[config.mk]
export PLATFORM = sky130hd
export DESIGN_NAME = icache_wr_arbiter
export DESIGN_NICKNAME = d
export VERILOG_FILES = /design/src/rtl/icache_ctrl_pkg.sv /design/src/rtl/icache_wr_arbiter_rr_arbiter.sv /design/src/rtl/icache_wr_arbiter.sv
export SDC_FILE = /design/constraint.sdc
export NUM_CORES = 1
export LEC_CHECK = 0
export BUFFER_PORTS_ARGS = -buffer_cell sky130_fd_sc_hd__buf_4
export CAP_MARGIN = 5
export CORE_ASPECT_RATIO = 0.75
export CORE_MARGIN = 10
export CORE_UTILIZATION = 48
export CTS_CLUSTER_DIAMETER = 150
export CTS_CLUSTER_SIZE = 24
export DETAILED_ROUTE_END_ITERATION = 16
export PLACE_DENSITY = 0.82
export SETUP_SLACK_MARGIN = 0.1
export SLEW_MARGIN = 40
export SYNTH_ARGS = -nofsm -noshare
export SYNTH_HDL_FRONTEND = slang
export SYNTH_HIERARCHICAL = 1
export SYNTH_SLANG_ARGS = --single-unit
[constraint.sdc]
create_clock -name wr_clk -period 3 [get_ports wr_clk]
set_input_delay 0.3 -clock wr_clk [delete_from_list [all_inputs] [get_ports wr_clk]]
set_output_delay 0.3 -clock wr_clk [all_outputs]
set_load 0.005 [all_outputs]
[src/rtl/icache_ctrl_pkg.sv]
// Shared types and widths for the ICACHE_INS0 write-side controller.
// Holds the controller state encoding and the saturating counter helper.
package icache_ctrl_pkg;

  localparam int ICACHE_ADDR_WIDTH = 10;
  localparam int ICACHE_DATA_WIDTH = 32;
  localparam int WR_COUNT_WIDTH    = 16;

  typedef enum logic [0:0] {
    IDLE  = 1'b0,
    CLEAR = 1'b1
  } wr_state_e;

  // Increment that sticks at all-ones instead of wrapping.
  function automatic logic [WR_COUNT_WIDTH-1:0] sat_inc(input logic [WR_COUNT_WIDTH-1:0] v);
    logic [WR_COUNT_WIDTH-1:0] res;
    if (v == {WR_COUNT_WIDTH{1'b1}}) begin
      res = v;
    end else begin
      res = v + {{(WR_COUNT_WIDTH-1){1'b0}}, 1'b1};
    end
    return res;
  endfunction

endpackage

[src/rtl/icache_wr_arbiter_rr_arbiter.sv]
// Combinational round-robin picker: first valid requester at or above ptr_i,
// wrapping modulo NUM_REQ. Produces a one-hot grant and its encoded index.
module rr_arbiter #(
  parameter int NUM_REQ = 2,
  parameter int IDX_W   = $clog2(NUM_REQ)
) (
  input  logic [NUM_REQ-1:0] valid_i,
  input  logic [IDX_W-1:0]   ptr_i,
  output logic [NUM_REQ-1:0] grant_o,
  output logic [IDX_W-1:0]   idx_o
);

  int          cand_s;
  logic [IDX_W-1:0] cand_idx_s;
  logic        found_s;

  // Scan candidates starting at the pointer; the first valid one wins.
  always_comb begin
    grant_o    = '0;
    idx_o      = '0;
    found_s    = 1'b0;
    cand_s     = 0;
    cand_idx_s = '0;
    for (int off = 0; off < NUM_REQ; off++) begin
      cand_s = int'(ptr_i) + off;
      if (cand_s >= NUM_REQ) begin
        cand_s = cand_s - NUM_REQ;
      end else begin
        cand_s = cand_s;
      end
      cand_idx_s = IDX_W'(cand_s);
      if (!found_s && valid_i[cand_idx_s]) begin
        found_s             = 1'b1;
        grant_o[cand_idx_s] = 1'b1;
        idx_o               = cand_idx_s;
      end else begin
        found_s = found_s;
      end
    end
  end

endmodule

[src/rtl/icache_wr_arbiter.sv]
// Write-port controller for the ICACHE_INS0 RAM: clears the array after reset or
// on command, otherwise shares the write port round-robin among NUM_REQ requesters.
module icache_wr_arbiter
  import icache_ctrl_pkg::*;
#(
  parameter int                    ADDR_WIDTH   = ICACHE_ADDR_WIDTH,
  parameter int                    DATA_WIDTH   = ICACHE_DATA_WIDTH,
  parameter int                    NUM_REQ      = 2,
  parameter logic [DATA_WIDTH-1:0] INIT_VALUE   = '0,
  parameter bit                    CLR_ON_RESET = 1'b1,
  localparam int                   IDX_W        = $clog2(NUM_REQ)
) (
  input  logic                          wr_clk,
  input  logic                          tb_wr_rst,
  input  logic                          clr_start,
  input  logic [NUM_REQ-1:0]            req_valid,
  input  logic [NUM_REQ*ADDR_WIDTH-1:0] req_addr,
  input  logic [NUM_REQ*DATA_WIDTH-1:0] req_data,
  output logic [NUM_REQ-1:0]            req_ready,
  output logic                          ram_wr_en,
  output logic [ADDR_WIDTH-1:0]         ram_wr_addr,
  output logic [DATA_WIDTH-1:0]         ram_wr_data,
  output logic                          init_busy,
  output logic                          init_done,
  output logic [IDX_W-1:0]              grant_id,
  output logic [WR_COUNT_WIDTH-1:0]     wr_count
);

  localparam logic [ADDR_WIDTH-1:0] LAST_ADDR = {ADDR_WIDTH{1'b1}};
  localparam logic [ADDR_WIDTH-1:0] ADDR_ONE  = {{(ADDR_WIDTH-1){1'b0}}, 1'b1};

  wr_state_e                 state_q;
  logic [ADDR_WIDTH-1:0]     sweep_q;
  logic [IDX_W-1:0]          ptr_q;
  logic                      start_pend_q;
  logic                      wr_en_q;
  logic [ADDR_WIDTH-1:0]     wr_addr_q;
  logic [DATA_WIDTH-1:0]     wr_data_q;
  logic                      busy_q;
  logic                      done_q;
  logic [IDX_W-1:0]          grant_id_q;
  logic [WR_COUNT_WIDTH-1:0] wr_count_q;

  logic [NUM_REQ-1:0]        grant_s;
  logic [IDX_W-1:0]          gidx_s;
  logic [IDX_W-1:0]          ptr_d;
  logic                      accept_s;
  logic                      xfer_s;
  logic                      clear_go_s;
  logic [ADDR_WIDTH-1:0]     sel_addr_s;
  logic [DATA_WIDTH-1:0]     sel_data_s;

  rr_arbiter #(
    .NUM_REQ (NUM_REQ),
    .IDX_W   (IDX_W)
  ) u_rr (
    .valid_i (req_valid),
    .ptr_i   (ptr_q),
    .grant_o (grant_s),
    .idx_o   (gidx_s)
  );

  // Requests are only accepted in a quiet IDLE: not draining the sweep tail and
  // not waiting to start a deferred or post-reset clear.
  always_comb begin
    accept_s  = (state_q == IDLE) && !busy_q && !start_pend_q;
    req_ready = '0;
    if (tb_wr_rst) begin
      req_ready = '0;
    end else if (accept_s) begin
      req_ready = grant_s;
    end else begin
      req_ready = '0;
    end
  end

  // Transfer decode, selected payload and next round-robin pointer.
  always_comb begin
    xfer_s     = |(req_valid & req_ready);
    sel_addr_s = req_addr[gidx_s*ADDR_WIDTH +: ADDR_WIDTH];
    sel_data_s = req_data[gidx_s*DATA_WIDTH +: DATA_WIDTH];
    clear_go_s = (state_q == IDLE) && !busy_q && (start_pend_q || (clr_start && !xfer_s));
    if (int'(gidx_s) == NUM_REQ - 1) begin
      ptr_d = '0;
    end else begin
      ptr_d = gidx_s + IDX_W'(1);
    end
  end

  // Controller FSM with the registered RAM write stage and status outputs.
  always_ff @(posedge wr_clk or posedge tb_wr_rst) begin
    if (tb_wr_rst) begin
      state_q      <= IDLE;
      sweep_q      <= '0;
      ptr_q        <= '0;
      start_pend_q <= CLR_ON_RESET;
      wr_en_q      <= 1'b0;
      wr_addr_q    <= '0;
      wr_data_q    <= '0;
      busy_q       <= 1'b0;
      done_q       <= 1'b0;
      grant_id_q   <= '0;
      wr_count_q   <= '0;
    end else begin
      // busy tracks the sweep writes as they appear on the RAM pins.
      busy_q <= (state_q == CLEAR);
      if (busy_q && (state_q == IDLE)) begin
        done_q <= 1'b1;
      end
      case (state_q)
        IDLE: begin
          sweep_q <= '0;
          if (xfer_s) begin
            wr_en_q      <= 1'b1;
            wr_addr_q    <= sel_addr_s;
            wr_data_q    <= sel_data_s;
            grant_id_q   <= gidx_s;
            ptr_q        <= ptr_d;
            wr_count_q   <= sat_inc(wr_count_q);
            // A clear requested alongside a transfer waits one cycle so the write lands first.
            start_pend_q <= clr_start;
          end else begin
            wr_en_q <= 1'b0;
            if (clear_go_s) begin
              state_q      <= CLEAR;
              start_pend_q <= 1'b0;
            end
          end
        end
        CLEAR: begin
          wr_en_q   <= 1'b1;
          wr_addr_q <= sweep_q;
          wr_data_q <= INIT_VALUE;
          sweep_q   <= sweep_q + ADDR_ONE;
          if (sweep_q == LAST_ADDR) begin
            state_q <= IDLE;
          end
        end
        default: begin
          state_q <= IDLE;
          wr_en_q <= 1'b0;
        end
      endcase
    end
  end

  assign ram_wr_en   = wr_en_q;
  assign ram_wr_addr = wr_addr_q;
  assign ram_wr_data = wr_data_q;
  assign init_busy   = busy_q;
  assign init_done   = done_q;
  assign grant_id    = grant_id_q;
  assign wr_count    = wr_count_q;

endmodule

==> reports/results.txt <==
Total GRT Usage: 17.37%
Syn_nets: 426
Max_slew headroom: 53.44%
Crit-path cells: buf_4, nor4_1, and2_1, buf_4
Setup TNS: 0 ps
Post-Synth XOR/XNOR Area: 5.596%
Synth cell types: 40
Mapped Area: 3600 um2
Inserted Clock Buffers: 9
Hold Crit Class: in -> async
Synth Area in Compound Gates: 9.246%
Synth Area in Adders: 0.6952%
Die Wd: 120.0 um
CTS root buffer: clkbuf_8
Post-layout minimum cycle time: 2189 ps
Drt initial violations: 248
Final period util: 72.95%
N_diodes: 0
Total Nets Final: 574
Req. time, crit path: 2700 ps
Setup crit end kind: output pin
Most common cell type on the critical path: buf_4
Hold_buf cts: 0
Post-DP Area: 4867 um2
# DRC: 0
Synth Register Bits: 75
CP max stage delay: 640 ps
Maximum VDD drop: 0.0003014 V
Setup Skew: 10.72 ps
Final hold vios: 0
Remaining Overflow, GRT: 0
Slew @ Worst Pin: 692.0 ps
Antenna violations before repair: 0
WL per Instance: 17.54 um
TritonCTS clock tree: yes
WP buf/inv: 2
Yosys warning count: 6
Worst-path clk slew: 80 ps
CP delay by family, top: simple AND/OR/NAND/NOR gates
Number of flops mapped to enable cells by yosys: 0
Simple-gate area share of the yosys netlist: 16.93%
Gpl congestion: 0.7887
Leak: 2.495 nW
Port-buffer cells: 152
Die Y: 95.00 um
Post-synthesis area per instance: 10.75 um2
Vias in the first global route: 3277
Crit path max fanout: 21
H-tree depth: 3
Cell area after layout: 5095 um2
First-pass GRT wire length: 15.97 mm
Vias: 3138
Ports: 153
Layout cells sized above 1: 39.55%
Post-synthesis mux area share: 12.10%
Synth async-reset ratio: 100.0%
DIE AREA: 11400 um2
Pwr Total: 2.071 mW
Initial DRT Pass Iterations: 4
Register area share after synthesis: 52.17%
Cell count after synthesis: 335
Status: complete, no violations
Cell Rows: 27
Dominant synthesized flop cell: dfrtp_1
Clock buffer depth: 2
HPWL Detailed: 7.956 mm
Core area: 7331 um2
Pwr per Cell Area: 406.4 nW/um2
Starting density of the core: 49.10%
Max-cap violations: 0
Clock sink count: 75
DR vias/cell: 5.328
Max Transition Viols Final: 0
Worst Setup Start Kind: register
Detail Route Antenna Nets: 0
Area Overhead vs Synth: 41.54%
Largest net degree at the start of global routing: 80
Crit path DAT: 1890 ps
Clk Latency, worst-skew pair: 350 ps
Postcts setup bufs: 0
Slowest cell on crit path: nor4_1
Resized Gates After CTS: 0
RSZ-0062 raised after global routing: no
Total Routed Length: 10.33 mm
Largest family of logic cells by synthesized area: simple AND/OR/NAND/NOR gates
Fmax: 456.9 MHz
WS Path Type: reg -> out
Finish-stage setup viols: 0
==> state kept, by name, indices dropped and copies added, names as in the netlist, 10 cells and up <==
name,flops
sweep_q,10
ram_wr_addr,10
wr_count,16
ram_wr_data,32
==> report_power, final <==
group / switching, mW / internal (mW)
sequential: 0.000915 / 1.01
combinational: 0.0750 / 0.112
clock: 0.358 / 0.513
==> layout make-up <==
class	instances	area [um2]
Clock inverter	4	72.57
Clock buffer	12	155.1
Fill cell	568	2236
Tap cell	101	126.4
Timing Repair Buffer	160	1226
Sequential cell	75	1878
Multi-Input combinational cell	232	1618
Inverter	5	18.77
==> Yosys cell counts (2+ instances only) <==
cell type | count | area [um2]
dfrtp_1 | 74 | 1852
nand3_1 | 47 | 235.2
mux2i_1 | 42 | 420.4
o21ai_0 | 36 | 180.2
nor2_1 | 19 | 71.32
xnor2_1 | 16 | 140.1
clkbuf_1 | 15 | 56.30
nand2_1 | 12 | 45.04
nand4_1 | 9 | 56.30
a221o_1 | 8 | 80.08
xor2_1 | 7 | 61.31
and3_1 | 4 | 25.02
buf_2 | 4 | 20.02
inv_1 | 4 | 15.01
and2_1 | 3 | 18.77
buf_1 | 3 | 11.26
nor3_1 | 3 | 15.01
a21boi_1 | 2 | 15.01
a21oi_1 | 2 | 10.01
and3_2 | 2 | 15.01
ha_1 | 2 | 25.02
nor3_4 | 2 | 32.53
or4_4 | 2 | 22.52
==> per-stage QoR <==
stage	util, %	hold slack (ps)	setup WS [ps]	cells
2_1_floorplan	-	369.2	791.7	335
3_3_place_gp	66.39	443.3	1015	573
3_5_place_dp	66.39	445.6	932.0	573
4_1_cts	69.50	103.7	784.6	589
5_1_grt	69.50	131.0	700.2	589
6_report	69.50	83.11	811.4	589
==> cells by family (layout without fill, tap and decap cells) <==
group,Yosys count,count (layout)
compound gates,53,53
xor+xnor,23,23
fa+ha+maj,2,2
buf+inv,28,181
flops,75,75
mux,43,43
simple gates,111,111
==> routing by layer <==
layer / GRT usage [%] / wire length (um) / part of all wire [%] / vias to the layer above
li1: - / - / - / 1497
met1: 19.09 / 4008 / 39 / 1523
met2: 30.99 / 5439 / 53 / 100
met3: 5.602 / 637 / 6.2 / 18
met4: 6.713 / 244 / 2.4 / 0
met5: 0 / 0 / 0 / -
==> worst paths after layout <==
kind                            cells past startpoint        endpoint       from  slack (ps)
worst max-delay path                                4    req_ready[1]    state_q         810
worst min-delay path                                2        grant_id  tb_wr_rst          80
worst max register to register                      7  ram_wr_addr[1]      ptr_q         910
worst min register to register                      1       init_done  init_done         460
max in group asynchronous                           3    start_pend_q  tb_wr_rst        2220
min in group wr_clk                                 3    start_pend_q  clr_start         160
==> layout by cell type (no fill, tap or decap), drive strengths merged, types with 2 or more instances in the layout <==
cell	netlist	layout
bufinv	0	2
a221o	8	8
ha	2	2
a21oi	2	2
clkbuf	15	12
nand3	47	47
clkinv	1	2
dfrtp	74	74
nor2	20	20
or4	3	3
nor3	5	5
xnor2	16	16
and2	4	4
a21boi	3	3
xor2	7	7
nand2	12	12
inv	4	4
mux2i	42	42
buf	8	160
and4	2	2
and3	6	6
o21ai	36	36
nand4	10	10
Note: power is estimated with default switching activity, not from simulation.
